[src/rtl/shift_reg_univ.sv]
// shift_reg_univ: WIDTH-bit universal register (hold / shift right / shift left /
// parallel load) with clock enable. It counts shifts since the last load or reset.
// Full is a level that shows a whole word has been shifted out.
// Done is a one-cycle pulse on the shift that brings the count up to WIDTH.
// Optional build macro: SHREG_ROTATE_EN. When it is defined, the shifts rotate
// the register and the serial inputs are ignored.
module shift_reg_univ #(
    parameter int               WIDTH     = 8,
    parameter logic [WIDTH-1:0] RESET_VAL = '0
) (
    input  logic             CLK,
    input  logic             Reset,
    input  logic             En,
    input  logic [1:0]       Mode,
    input  logic [WIDTH-1:0] D,
    input  logic             SerMSB,
    input  logic             SerLSB,
    output logic [WIDTH-1:0] Q,
    output logic [WIDTH-1:0] Qbar,
    output logic             SoutLSB,
    output logic             SoutMSB,
    output logic             Full,
    output logic             Done
);

    localparam int             CW      = $clog2(WIDTH + 1);
    localparam logic [CW-1:0]  CNT_MAX = CW'(WIDTH);
    localparam logic [CW-1:0]  CNT_ONE = CW'(1);

    localparam logic [1:0] MODE_HOLD  = 2'b00;
    localparam logic [1:0] MODE_RIGHT = 2'b01;
    localparam logic [1:0] MODE_LEFT  = 2'b10;
    localparam logic [1:0] MODE_LOAD  = 2'b11;

    logic [WIDTH-1:0] q_q, q_d;
    logic [CW-1:0]    cnt_q, cnt_d;
    logic             done_q, done_d;
    logic             msb_in, lsb_in;
    logic             is_shift;

`ifdef SHREG_ROTATE_EN
    // Rotation: the bit that leaves the register comes back in at the other end
    always_comb begin
        msb_in = q_q[0];
        lsb_in = q_q[WIDTH-1];
    end
`else
    // Serial inputs feed the vacated end of the register
    always_comb begin
        msb_in = SerMSB;
        lsb_in = SerLSB;
    end
`endif

    // Next-state logic. Shifts count in either direction, and the count saturates at WIDTH.
    always_comb begin
        q_d      = q_q;
        cnt_d    = cnt_q;
        done_d   = 1'b0;
        is_shift = 1'b0;
        if (En) begin
            case (Mode)
                MODE_HOLD:  q_d = q_q;
                MODE_RIGHT: begin
                    q_d      = {msb_in, q_q[WIDTH-1:1]};
                    is_shift = 1'b1;
                end
                MODE_LEFT:  begin
                    q_d      = {q_q[WIDTH-2:0], lsb_in};
                    is_shift = 1'b1;
                end
                MODE_LOAD:  begin
                    q_d   = D;
                    cnt_d = '0;
                end
                default:    q_d = q_q;
            endcase
            if (is_shift && (cnt_q != CNT_MAX)) begin
                cnt_d = cnt_q + CNT_ONE;
                // Done fires only on the WIDTH-1 -> WIDTH transition, never while saturated
                done_d = (cnt_q == (CNT_MAX - CNT_ONE));
            end
        end
    end

    // State registers. Reset has priority over the enable and every mode.
    always_ff @(posedge CLK) begin
        if (Reset) begin
            q_q    <= RESET_VAL;
            cnt_q  <= '0;
            done_q <= 1'b0;
        end else begin
            q_q    <= q_d;
            cnt_q  <= cnt_d;
            done_q <= done_d;
        end
    end

    // Outputs derived from the registers without any extra delay
    always_comb begin
        Q       = q_q;
        Qbar    = ~q_q;
        SoutLSB = q_q[0];
        SoutMSB = q_q[WIDTH-1];
        Full    = (cnt_q == CNT_MAX);
        Done    = done_q;
    end

endmodule

[config.mk]
export PLATFORM = sky130hd
export DESIGN_NAME = shift_reg_univ
export DESIGN_NICKNAME = d
export VERILOG_FILES = /design/src/rtl/shift_reg_univ.sv
export SDC_FILE = /design/constraint.sdc
export NUM_CORES = 1
export LEC_CHECK = 0
export ABC_CLOCK_PERIOD_IN_PS = 1500
export BUFFER_PORTS_ARGS = -buffer_cell sky130_fd_sc_hd__buf_2
export CORE_MARGIN = 1
export CORE_UTILIZATION = 45
export CTS_CLUSTER_SIZE = 25
export DETAILED_ROUTE_END_ITERATION = 8
export GPL_TIMING_DRIVEN = 0
export MAX_ROUTING_LAYER = met4
export PLACE_DENSITY = 0.77
export SETUP_SLACK_MARGIN = 0.1
export SLEW_MARGIN = 20
export SYNTH_ARGS = -nofsm -noshare
export SYNTH_HDL_FRONTEND = slang
export SYNTH_SLANG_ARGS = --single-unit
[constraint.sdc]
create_clock -name CLK -period 1.5 [get_ports CLK]
set_input_delay 0 -clock CLK [delete_from_list [all_inputs] [get_ports CLK]]
set_output_delay 0 -clock CLK [all_outputs]
set_load 0.01 [all_outputs]
# Yosys cells after proc, flatten, opt, wreduce, memory -nomap -nowiden
# Index checks and enable logic that the tools add are counted.
word_totals:
  register_bits: 13
  in_bits: 15
classes:
  n_addsub: 1
  bitwise_logic: 4
  n_mux: 5
  n_reduce_logical: 7
  n_eq_ne: 6
op_table:
  columns: ["cell", "count"]
  rows:
  - ["case mux 8 bit (3 select lines)", 1]
  - ["2-to-1 mux 4 bit", 2]
  - ["NOT 8 bit", 1]
  - ["adder 4 x 1 -> 4 bit (second input constant)", 1]
  - ["== test 2 bit (second input constant)", 2]
  - ["== test 4 x 3 -> 1 bit (second input constant)", 1]
  - ["== test 4 bit (second input constant)", 1]
  - ["!= test 4 bit (second input constant)", 1]
  - ["AND reduction 2 bit", 2]
  - ["NOT 1 bit", 3]
  - ["OR reduction 3 bit", 1]
  - ["== test 2 x 1 -> 1 bit (second input constant)", 1]
  - ["logical NOT 2 bit", 1]
  - ["2-to-1 mux 1 bit", 2]
  - ["nonzero test 2 bit", 1]
  - ["OR reduction 2 bit", 1]
  - ["logical AND 1 bit", 1]

# Depth between registers and ports, before layout
# Gate-level depths: netlist of the first run.
logic_depth:
  depth_word: 7
  depth_mapped: 7
  mapped_depth_nobuf: 6

# Worst setup path before layout of the first run
# Ideal clock, no wire load.
synth_path:
  kind: "reg-to-reg"
  startpoint: "register cnt_q[0]"
  endpoint: "register cnt_q[3]"
  setup_slack_ns: 0.255
  path_buffers: 0
  arrival_time_ns: 1.109
  path_stages_with_launch: 7
  required_ns: 1.364
  path_cell_list: "dfxtp_1 -> inv_1 -> ha_1 -> nand3b_1 -> inv_1 -> o211ai_1 -> a31oi_1"
synth_via:
  elab_chain_cells: 4
  word_cells_on_any_way: 6
  classes_between: "add/sub (1); eq/ne (1); mux (1); reduce/logical (3)"
synth_lines:
  columns: ["item", "line_no", "source"]
  rows:
  - ["start, declared", "36", "logic [CW-1:0] cnt_q, cnt_d;"]
  - ["start signal, assigned", "94", "cnt_q <= cnt_d;"]
  - ["parallel branches: the longest is 4 deep, another holds adder 4 x 1 -> 4 bit", null, null]
# Several ways; the timed one is not identified.
# A chain may end at the register's enable or synchronous reset.

# Final worst setup path of the first run
layout_path:
  startpoint: "register cnt_q[0]"
  endpoint: "register cnt_q[0]"
# The elaborated chain is that of the path after synthesis.

==> metrics.cfg, run 1 <==
[outcome]
outcome = complete, but fails checks
violations = DRC

[logic_synthesis]
synth_top_cell_by_area = dfxtp_1
synth_seq_cells = 13
syn_area_per_cell_um2 = 8.35
synth_area_um2 = 785
synth_top_area_share_pct = 33.2
syn-instance-count = 94
ys_seq_area_share_pct = 33.2
synthesis.nets = 114
synth.distinct_cells = 24
ys_warn_count = 0
synth.top_cells.by_area = dfxtp_1, ha_1, a22oi_1

[routing]
postRouteAntennaNets = 0
wl_um = 1720
vias_per_cell = 5.30
drtIter0Drc = 24
vias = 800
firstDrtPassIters = 6
wl_per_cell_um = 11.4
route.detailed.drc = 3

[floorplanning]
core_mm2 = 0.00156
dieHeight_um = 43.8
io_pins = 35
rows = 14
start_util_pct = 50.3
die-area_mm2 = 0.00191
die_w_um = 43.8

[clocking]
ctsRootBufferMaster = clkbuf_4
htree_levels = 1
cts_buffers = 3
clk_pin_slew_ns = 0.08
cts_tree = built
cts_sinks = 13
clock_latency_ns = 0.27
cts.path.max_buffers = 2

[worst_setup_path]
slowest_stage = dfxtp_2
crit_buf_inv = 2
cp.arrival_ns = 1.41
worstSetupStartpointType = flop
slowest_delay_ns = 0.36
reg2reg_from = cnt_q[0]
crit_chain = inv_1 > ha_1 > nand3b_1 > inv_2 > o211ai_1 > a21oi_1
r2r_setup_slack_ns = 0.22
cp_top_family = flip-flops
cp_data_required_time_ns = 1.63
setup.worst_path.end_class = flop
critical_path_cell_count = 6
reg2reg_depth = 6
crit_start = cnt_q[0]
critical_path_class = reg -> reg
worst-path-max-fanout = 5

[timing]
finalHoldViolCount = 0
worst_slew_pin_slew_ns = 0.509
finalMaxSlewViolations = 0
period_minus_slack_ns = 1.28
finalCritPeriodShare_pct = 85.3
skew_ns = 0.000964
relSlewSlack_pct = 66.1
rsz0062_at_grt = false
clock.fmax_mhz = 782
setup_viol = 0
fin_setup_tns_ns = 0

[power_and_ir_drop]
ir_drop_mv = 0.410
power.density_mw_per_mm2 = 776
finalPower_uw = 800
leakage_nw = 0.469

[final_layout]
antenna_cells = 0
area_growth_pct = 31.4
final_cell_mix = buf_2, inv_1, dfxtp_1, nand2_1, a22oi_1
utilization_pct = 66.1
drive_above_1_share_pct = 39.3
nets = 156
final_common_cell = buf_2

[global_routing]
grt_overflow_total = 0
grt_pass1_vias = 625
track_usage_pct = 19.8
grt_pass1_wl_um = 2740
grt_max_degree = 11
antenna_found_initial = 0

[placement]
io_buffers = 34
place.gp.congestion = 0.884
hpwl_um = 1260

[worst_hold_path]
worst_hold_path_type = in -> reg
min-delay-start = D[6]
hold_depth = 3

[job]
drv_cap = 0

[worst reg2reg max path: cells and delay by family (launching register included)]
kind | cells | cell delay, ns
AND/OR/NAND/NOR | 1 | 0.18
flip-flops | 1 | 0.36
AO/OA/AOI/OAI | 2 | 0.28
adder cells (fa/ha/maj) | 1 | 0.19
buffers and inverters | 2 | 0.14
[state kept, by name (all words and copies together), names as in the netlist]
signal  cells
cnt_q       4
Done        1
Q           8
[power by group]
part	internal, mW	total [mW]	switching [mW]
Clock	0.103	0.212	0.109
Sequential	0.366	0.390	0.0241
Combinational	0.0933	0.198	0.105
[kinds of logic after synthesis]
group,count (synthesis),synth area share [%]
flops,13,33.2
simple gates,32,20.7
fa+ha+maj,5,7.97
compound gates,24,24.7
buf+inv,20,13.4
[worst paths after layout]
| check | end |
|---|---|
| worst max register to register | cnt_q[0] |
| worst max-delay path | cnt_q[0] |
| worst min register to register | cnt_q[1] |
| worst min-delay path | Q[6] |
[Yosys cell counts (all sizes together)]
cell,instances
o211ai,4
nand4,1
nand3,4
clkbuf,1
ha,5
a21oi,3
nand2,10
a31oi,1
and2,1
and4,1
a311oi,8
buf,6
a22oi,8
nor2,10
dfxtp,13
nor2b,3
or3,1
nand3b,1
inv,13
[stage by stage]
stage               hold WS, ns  setup WS [ns]  cell area (um^2)  std cells
floorplan                0.0721          0.255               785         94
global placement          0.220          0.189               975        144
detailed placement        0.225          0.160               975        144
CTS                      0.0997          0.140              1020        150
global route              0.129          0.111              1030        151
finish                    0.101          0.221              1030        151
[repair_timing]
action,in CTS,in global routing
endpoints found under the hold margin,3,0
setup endpoints to repair,0,4
setup buffers,0,1
hold buffers,2,0
gates resized for setup,0,3
[per-layer routing]
metal	vias to the layer above	track usage, %	part of all wire [%]
li1	411	-	-
met5	-	-	0
met1	358	27.0	50
met3	0	3.75	5.3
met2	31	28.7	44
met4	0	7.50	0
[cell type report]
cell class | count | area (um^2)
flip-flops and latches | 13 | 263
fillers | 145 | 528
clock buffers | 4 | 26.3
multi-input cells | 61 | 419
plain buffers | 7 | 56.3
well taps | 16 | 20.0
repair buffers | 37 | 198
inverters | 13 | 48.8
Note: power is estimated with default switching activity, not from simulation.
==> run 2, diff against run 1 <==
--- a/config.mk
+++ b/config.mk
@@ -5,7 +5,7 @@
 export SDC_FILE = /design/constraint.sdc
 export NUM_CORES = 1
 export LEC_CHECK = 0
-export ABC_CLOCK_PERIOD_IN_PS = 1500
+export ABC_CLOCK_PERIOD_IN_PS = 1300
 export BUFFER_PORTS_ARGS = -buffer_cell sky130_fd_sc_hd__buf_2
 export CORE_MARGIN = 1
 export CORE_UTILIZATION = 45
==> constraint.sdc (replaced) <==
create_clock -name CLK -period 1.3 [get_ports CLK]
set_input_delay 0 -clock CLK [delete_from_list [all_inputs] [get_ports CLK]]
set_output_delay 0 -clock CLK [all_outputs]
set_load 0.01 [all_outputs]
==> run 2 against run 1 <==
The run still ends with DRC left. Cell count rose by 1.3%. Non-clock buffer count up 2. Cell area grew 4.6%. Via count up 4.4%. Clock power increased by 22%. Worst setup slack lost 0.13 ns. First-iteration DRC count decreased by 38%. Sequential share of layout area decreased by 0.66 points. Utilization rose by 3.0 points. Power is 19% higher. Global-route usage grew 2.8 points.
==> metrics.cfg, run 2 (same netlist as run 1, synthesis figures left out) <==
[outcome]
outcome = complete, but fails checks
violations = DRC

[routing]
vias = 835  ; +4.4%
route.detailed.drc = 3  ; unchanged
wl_per_cell_um = 12.5  ; +9.7%
drtIter0Drc = 15  ; -38%
postRouteAntennaNets = 0  ; unchanged
firstDrtPassIters = 6  ; unchanged
wl_um = 1910  ; +11%
vias_per_cell = 5.46  ; +3.0%

[worst_hold_path]
worst_hold_path_type = in -> reg

[final_layout]
drive_above_1_share_pct = 42.3  ; +3.1 points
nets = 158  ; +1.3%
final_cell_mix = buf_2, dfxtp_1, inv_1, nand2_1, a22oi_1
largest_register_ffs = 8  ; unchanged
final_common_cell = buf_2
nFillCells = 152  ; +4.8%
fin_cells = 153  ; +1.3%
antenna_cells = 0  ; unchanged
area_growth_pct = 37.5

[clocking]
cts_buffers = 3  ; unchanged
htree_levels = 1  ; unchanged
clock_latency_ns = 0.28  ; about the same
cts_tree = built
clk_pin_slew_ns = 0.08  ; about the same
cts.path.max_buffers = 2  ; unchanged
ctsRootBufferMaster = clkbuf_4
cts_sinks = 13  ; unchanged

[placement]
hpwl_um = 1260  ; -0.23%
io_buffers = 34  ; unchanged
place.gp.congestion = 0.882  ; -0.25%
dp_cells = 144  ; unchanged
place_worst_setup_slack_ns = 0.0365  ; -0.123 ns

[worst_setup_path]
critical_path_class = reg -> reg
worstSetupStartpointType = flop
setup.worst_path.end_class = flop
cp.arrival_ns = 1.35  ; -0.06 ns
worst-path-max-fanout = 4  ; -1
cp_data_required_time_ns = 1.44  ; -0.19 ns

[global_routing]
grt_max_degree = 11  ; unchanged
grt_pass1_wl_um = 3130  ; +14%
track_usage_pct = 22.5  ; +2.8 points
met2_usage_pct = 35.5  ; +6.9 points
grt_use_met1_pct = 26.7  ; -0.27 points
grt_overflow_total = 0  ; unchanged
busiest_layer = met2
grt_pass1_vias = 741  ; +19%
use_met3_pct = 6.25  ; +2.5 points
antenna_found_initial = 0  ; unchanged

[timing]
fin_setup_tns_ns = 0  ; unchanged
finalMaxSlewViolations = 0  ; unchanged
clock.fmax_mhz = 826  ; +5.7%
rsz0062_at_grt = true
skew_ns = 0.00503  ; +0.00407 ns
worst_slack_ns = 0.0891  ; -0.132 ns
setup_viol = 0  ; unchanged
period_minus_slack_ns = 1.21  ; -0.0684 ns
finalCritPeriodShare_pct = 93.1  ; +7.9 points
relSlewSlack_pct = 65.4  ; -0.70 points
worst_slew_pin_slew_ns = 0.519  ; +0.0105 ns
finalHoldViolCount = 0  ; unchanged

[power_and_ir_drop]
ir_drop_mv = 0.585  ; +43%
power.density_mw_per_mm2 = 884  ; +14%
finalPower_uw = 953  ; +19%
leakage_nw = 0.484  ; +3.2%

[floorplanning]
rows = 14  ; unchanged
die_w_um = 43.8  ; unchanged
start_util_pct = 50.3  ; unchanged
core_mm2 = 0.00156  ; unchanged
dieHeight_um = 43.8  ; unchanged
io_pins = 35  ; unchanged
die-area_mm2 = 0.00191  ; unchanged

[job]
drv_cap = 0  ; unchanged

-- run 2: final cells by class --
| cell class | instances | area, um^2 | area share, % |
|---|---|---|---|
| buffer | 7 | 56.3 | 5.22 |
| multi-input combinational | 61 | 432 | 40.0 |
| clock buffer | 4 | 26.3 | 2.44 |
| inverter | 13 | 53.8 | 4.99 |
| timing repair buffer | 39 | 223 | 20.6 |
| sequential | 13 | 268 | 24.8 |
| tap | 16 | 20.0 | 1.86 |
-- run 2: path summary, 6_finish.rpt --
| path | startpoint | end | slack, ns | depth (start not counted) |
|---|---|---|---|---|
| worst min register to register | cnt_q[3] | cnt_q[3] | 0.54 | 2 |
| worst max-delay path | cnt_q[0] | cnt_q[0] | 0.09 | 6 |
| worst max register to register | cnt_q[0] | cnt_q[0] | 0.09 | 6 |
| worst min-delay path | D[4] | Q[4] | 0.09 | 3 |
-- run 2: stage by stage --
stage	hold slack [ns]	instance area (um^2)	util [%]
after CTS	0.0867	1040	66.5
after floorplan	0.0721	786	-
final	0.0886	1080	69.2
after detailed placement	0.223	976	62.6
after global placement	0.216	976	62.6
after global routing	0.0943	1080	69.2
-- run 2: critical path, stage by stage, from the launching register on --
cell and delay (ns):
dfxtp_4 0.38, inv_4 0.04, ha_4 0.14, nand3b_1 0.14, inv_2 0.08, o211ai_1 0.18
a21oi_1 0.11
-- run 2: per-layer routing --
layer / vias to the layer above / wire length [um]
met5: - / 0
met4: 0 / 69
met3: 11 / 129
met2: 35 / 854
met1: 371 / 857
li1: 418 / -
-- run 2: report_power, final --
| group | switching, mW | total, mW | internal (mW) | leakage [nW] |
|---|---|---|---|---|
| Combinational | 0.127 | 0.245 | 0.117 | 0.361 |
| Sequential | 0.0299 | 0.450 | 0.420 | 0.108 |
| Clock | 0.139 | 0.258 | 0.119 | 0.0150 |
-- run 2: timing repair --
item,4_1_cts,5_1_grt
hold buffers,2,0
endpoints found under the hold margin,3,0
setup endpoints to repair,4,5
pin swaps,0,7
gates resized for setup,2,9
gates cloned,0,0
setup buffers,1,2
